==> src/rtl/alu_result_stage.sv <==
// ALU result stage: captures ALU outputs, derives N/Z/C/V flags and
// hands results downstream through a 2-entry skid buffer.
module alu_result_stage #(
  parameter int WIDTH = 8,
  parameter int CNT_W = 16
) (
  input  logic             clk,
  input  logic             rst_n,
  input  logic             in_valid,
  output logic             in_ready,
  input  logic [WIDTH-1:0] in_A,
  input  logic [WIDTH-1:0] in_B,
  input  logic [2:0]       in_op,
  input  logic [WIDTH-1:0] in_Y,
  input  logic             in_Cout,
  output logic             out_valid,
  input  logic             out_ready,
  output logic [WIDTH-1:0] out_Y,
  output logic [2:0]       out_op,
  output logic [3:0]       out_flags,
  output logic [CNT_W-1:0] res_count
);

  localparam logic [2:0] OP_ADD = 3'b000;
  localparam logic [2:0] OP_SUB = 3'b001;
  localparam logic [2:0] OP_SHL = 3'b110;
  localparam logic [2:0] OP_SHR = 3'b111;

  typedef enum logic [1:0] {
    EMPTY = 2'd0,
    ONE   = 2'd1,
    FULL  = 2'd2
  } state_t;

  typedef struct packed {
    logic [WIDTH-1:0] y;
    logic [2:0]       op;
    logic [3:0]       flags;
  } ent_t;

  state_t     state_q, state_d;
  ent_t       main_q, skid_q, cap;
  logic       valid_q, ready_q;
  logic [CNT_W-1:0] cnt_q;
  logic       in_fire, out_fire;
  logic       main_ld, skid_ld, from_skid;
  logic       f_n, f_z, f_c, f_v;
  logic       a_s, b_s, y_s;
  logic       unused_ok;

  assign a_s = in_A[WIDTH-1];
  assign b_s = in_B[WIDTH-1];
  assign y_s = in_Y[WIDTH-1];

  // Only the sign bits of the operands feed the overflow flag.
  assign unused_ok = ^{in_A[WIDTH-2:0], in_B[WIDTH-2:0]};

  assign in_fire  = in_valid & ready_q;
  assign out_fire = valid_q & out_ready;

  // Flag derivation from the incoming ALU result.
  always_comb begin
    f_n = y_s;
    f_z = (in_Y == '0);
    f_c = 1'b0;
    f_v = 1'b0;
    unique case (1'b1)
      (in_op == OP_ADD): begin
        f_c = in_Cout;
        f_v = (a_s == b_s) && (y_s != a_s);
      end
      (in_op == OP_SUB): begin
        f_c = in_Cout;
        f_v = (a_s != b_s) && (y_s != a_s);
      end
      (in_op == OP_SHL),
      (in_op == OP_SHR): f_c = in_Cout;
      default: ;
    endcase
  end

  assign cap = '{y: in_Y, op: in_op, flags: {f_n, f_z, f_c, f_v}};

  // Next-state and load controls of the skid buffer.
  always_comb begin
    state_d   = state_q;
    main_ld   = 1'b0;
    skid_ld   = 1'b0;
    from_skid = 1'b0;
    unique case (state_q)
      EMPTY: begin
        if (in_fire) begin
          main_ld = 1'b1;
          state_d = ONE;
        end
      end
      ONE: begin
        if (out_fire && in_fire) begin
          main_ld = 1'b1;
        end else if (out_fire) begin
          state_d = EMPTY;
        end else if (in_fire) begin
          skid_ld = 1'b1;
          state_d = FULL;
        end
      end
      FULL: begin
        if (out_fire) begin
          main_ld   = 1'b1;
          from_skid = 1'b1;
          state_d   = ONE;
        end
      end
      default: state_d = EMPTY;
    endcase
  end

  // State plus registered handshake outputs.
  always_ff @(posedge clk or negedge rst_n) begin
    if (!rst_n) begin
      state_q <= EMPTY;
      valid_q <= 1'b0;
      ready_q <= 1'b1;
    end else begin
      state_q <= state_d;
      valid_q <= (state_d != EMPTY);
      ready_q <= (state_d != FULL);
    end
  end

  // Main and skid entry storage.
  always_ff @(posedge clk or negedge rst_n) begin
    if (!rst_n) begin
      main_q <= '0;
      skid_q <= '0;
    end else begin
      if (main_ld) main_q <= from_skid ? skid_q : cap;
      if (skid_ld) skid_q <= cap;
    end
  end

  // Delivered-result counter, wraps silently.
  always_ff @(posedge clk or negedge rst_n) begin
    if (!rst_n) cnt_q <= '0;
    else if (out_fire) cnt_q <= cnt_q + 1'b1;
  end

  assign in_ready  = ready_q;
  assign out_valid = valid_q;
  assign out_Y     = main_q.y;
  assign out_op    = main_q.op;
  assign out_flags = main_q.flags;
  assign res_count = cnt_q;

endmodule

==> config.mk <==
export PLATFORM = sky130hd
export DESIGN_NAME = alu_result_stage
export DESIGN_NICKNAME = d
export VERILOG_FILES = /design/src/rtl/alu_result_stage.sv
export SDC_FILE = /design/constraint.sdc
export NUM_CORES = 1
export LEC_CHECK = 0
export ABC_AREA = 1
export BUFFER_PORTS_ARGS = -buffer_cell sky130_fd_sc_hd__clkbuf_2
export CAP_MARGIN = 20
export CORE_UTILIZATION = 40
export CTS_BUF_LIST = sky130_fd_sc_hd__clkbuf_4
export DETAILED_ROUTE_END_ITERATION = 10
export PLACE_DENSITY = 0.71
export SLEW_MARGIN = 20
export SYNTH_ARGS = -nofsm -noshare
export SYNTH_HDL_FRONTEND = slang
export SYNTH_SLANG_ARGS = --single-unit
==> constraint.sdc <==
create_clock -name clk -period 2.33 [get_ports clk]
set_input_delay 0.466 -clock clk [delete_from_list [all_inputs] [get_ports clk]]
set_output_delay 0.466 -clock clk [all_outputs]
set_load 0.05 [all_outputs]
==> results.py <==
metrics = {
    "yosys": {
        "synth_nets": 310,
        "yosysSeqAreaShare_pct": 51.36,
        "synth_top_area_share_pct": 50.24,
        "syn_area_sq_mm": 0.002341,
        "ys_top_cells_by_area": "dfrtp_1 50%, nand2_1 13%, inv_1 6.3%",
        "syn_inst": 276,
        "ys.flop_type": "dfrtp_1",
        "async_flop_share_pct": 100.0,
        "ys_seq_elements": 48,
        "synth_most_common_cell": "nand2_1",
        "yosys.cell_types.count": 30,
        "synthTopCellsByCount": "80 x nand2_1, 47 x dfrtp_1, 39 x inv_1",
        "synth_edf_count": 0,
        "avgSynthCellArea_sq_um": 8.482,
        "synth_top_area_cell": "dfrtp_1",
        "ys_warn_count": 0,
    },
    "global_route": {
        "grt-ovfl-total": 0,
        "antenna_found_initial": 0,
        "grt_first_pass_wirelength_mm": 7.527,
        "grt_start_max_net_pins": 49,
        "grt_pass1_vias": 1704,
        "grt_use_total_pct": 15.52,
    },
    "place": {
        "place.gp.congestion": 0.7488,
        "portBuffers": 50,
        "dpl.hpwl_mm": 3.185,
    },
    "sta": {
        "period_needed_ns": 1.649,
        "hold_viol_final": 0,
        "drv_slew": 0,
        "fin_setup_tns_ns": 0,
        "max_slew_margin_pct": 60.19,
        "fin_worst_skew_ns": 0.007012,
        "fmax_mhz": 606.2,
        "finalCritPeriodShare_pct": 70.79,
        "final-setup-viol-count": 0,
        "rsz0062_at_grt": "false",
        "tightestPinTransition_ns": 0.5971,
    },
    "cts": {
        "htree_levels": 2,
        "cts_hold_buf": 0,
        "cts_tree": "built",
        "clock-root-buffer": "clkbuf_4",
        "cts_made_buffers": 5,
        "insertion_delay_ns": 0.36,
        "cts_setup_buffers": 0,
        "cts-resized-gates": 0,
        "cts.clk_slew.worst_paths_ns": 0.14,
        "clockBufferDepth": 2,
        "cts_sinks": 48,
    },
    "worst_hold_path": {
        "hold_class": "input port to asynchronous set/reset pin",
    },
    "worst_setup_path": {
        "critical_path.cell_chain": "clkbuf_2",
        "worstPathArrival_ns": 1.18,
        "crit_path_max_incr_delay_ns": 0.56,
        "critPathLaunchType": "flop",
        "cp.required_ns": 1.86,
        "end_kind": "output pin",
        "cp_slowest_cell": "dfstp_2",
        "critical-path-top-delay-family": "flip-flops",
        "crit_fanout": 2,
        "crit_buf_inv": 1,
        "worstSetupPathType": "flop to output pin",
    },
    "pwr": {
        "power_density_mw_per_mm2": 1238,
        "ir_worst_vdd_uv": 544.7,
        "leakage_nw": 1.492,
    },
    "detailed_routing": {
        "ant_nets": 0,
        "route.detailed.drc": 0,
        "first_pass_iters": 4,
        "dr.first_iter.drc_count": 89,
        "drt-wirelength-per-cell_um": 10.88,
        "routed_wl_mm": 4.350,
        "via_per_inst": 4.650,
        "num_vias": 1860,
    },
    "die": {
        "die_w_um": 78.50,
        "fp.coreArea_sq_mm": 0.005574,
        "dieArea_sq_mm": 0.006162,
        "die_h_um": 78.50,
        "initial_core_util_pct": 42.00,
        "rows": 27,
        "io_pins": 65,
    },
    "cells_and_area": {
        "final_nets": 361,
        "diodes": 0,
        "fin_util_pct": 48.55,
        "area_growth_pct": 15.61,
        "drive_gt1_share_pct": 22.56,
    },
    "status": {
        "status": "complete, no violations",
    },
    "run": {
        "cap_violations": 0,
    },
}
cell usage in the layout, fill, tap and decap left out, types with 4 or more instances in the layout:
cell type	count
xnor2_1	5
dfrtp_1	47
inv_1	39
o21ai_0	25
o21ai_2	4
nor2_1	16
nand4_1	6
o21ai_1	13
clkbuf_4	5
clkbuf_2	50
nand3_1	10
nand2_1	80
xor2_1	5
per-layer routing:
metal | vias to the layer above | track usage [%] | share of wire, %
met5 | - | 0 | 0
met4 | 0 | 5.556 | 0.87
met3 | 4 | 3.488 | 4.1
met2 | 45 | 25.48 | 47
met1 | 846 | 19.94 | 48
li1 | 965 | - | -
state kept, by name, summed over array words and instances (netlist names):
register / flops
state_q: 2
res_count: 16
out_flags: 3
skid_q: 14
in_ready: 1
out_op: 3
out_Y: 8
out_valid: 1
metrics by stage:
step | total power [mW] | instances | setup WS (ns) | cell area (sq um) | hold slack, ns
after detailed placement | 2.891 | 392 | 0.6562 | 2626 | 0.4720
after CTS | 3.391 | 400 | 0.6595 | 2706 | 0.1862
final | 3.349 | 400 | 0.6805 | 2706 | 0.1743
after floorplan | 2.586 | 276 | 0.6986 | 2341 | 0.1704
after global routing | 3.587 | 400 | 0.5107 | 2706 | 0.2031
after global placement | 2.854 | 392 | 0.6758 | 2626 | 0.4619
worst reg2reg max path: stages, from the launching register on:
cell and delay (ns):
dfstp_2 0.56, nand2_1 0.05, inv_1 0.11, nand3_2 0.38
o21ai_0 0.27, inv_1 0.09, o211ai_1 0.08
path summary, 6_finish.rpt:
check                           slack [ns]      endpoint  cells after the start      start
max in group asynchronous             1.75     out_op[2]                      2      rst_n
worst min register to register        0.50     skid_q[5]                      2  skid_q[5]
worst max-delay path                  0.68      in_ready                      1   in_ready
worst min-delay path                  0.17  res_count[3]                      2      rst_n
worst max register to register        0.72     out_valid                      6   in_ready
min in group clk                      0.37     skid_q[7]                      3    in_Y[0]
final cells by class:
| type | count | area [sq um] |
|---|---|---|
| fill | 567 | 2868 |
| clock inverter | 3 | 42.54 |
| inverter | 41 | 161.4 |
| clock buffer | 5 | 37.54 |
| multi-input combinational | 180 | 914.6 |
| timing repair buffer | 51 | 257.7 |
| tap | 72 | 90.09 |
| sequential | 48 | 1202 |
kinds of logic (layout without fill, tap and decap cells):
group,Yosys count,count (layout),synth area share (%)
buffers and inverters,48,100,9.567
flip-flops,48,48,51.36
XOR/XNOR,10,10,3.741
adder cells (fa/ha/maj),2,2,1.069
AND/OR/NAND/NOR,122,122,23.52
AO/OA/AOI/OAI,46,46,10.74
power breakdown:
part           internal (mW)  switching, mW  leakage, nW  total, mW
clock                  0.225          0.268       0.0428      0.493
sequential              1.13          0.199        0.607       1.33
combinational          0.366           1.16        0.841       1.53
total                   1.72           1.63         1.49       3.35
Note: power is estimated with default switching activity, not from simulation.
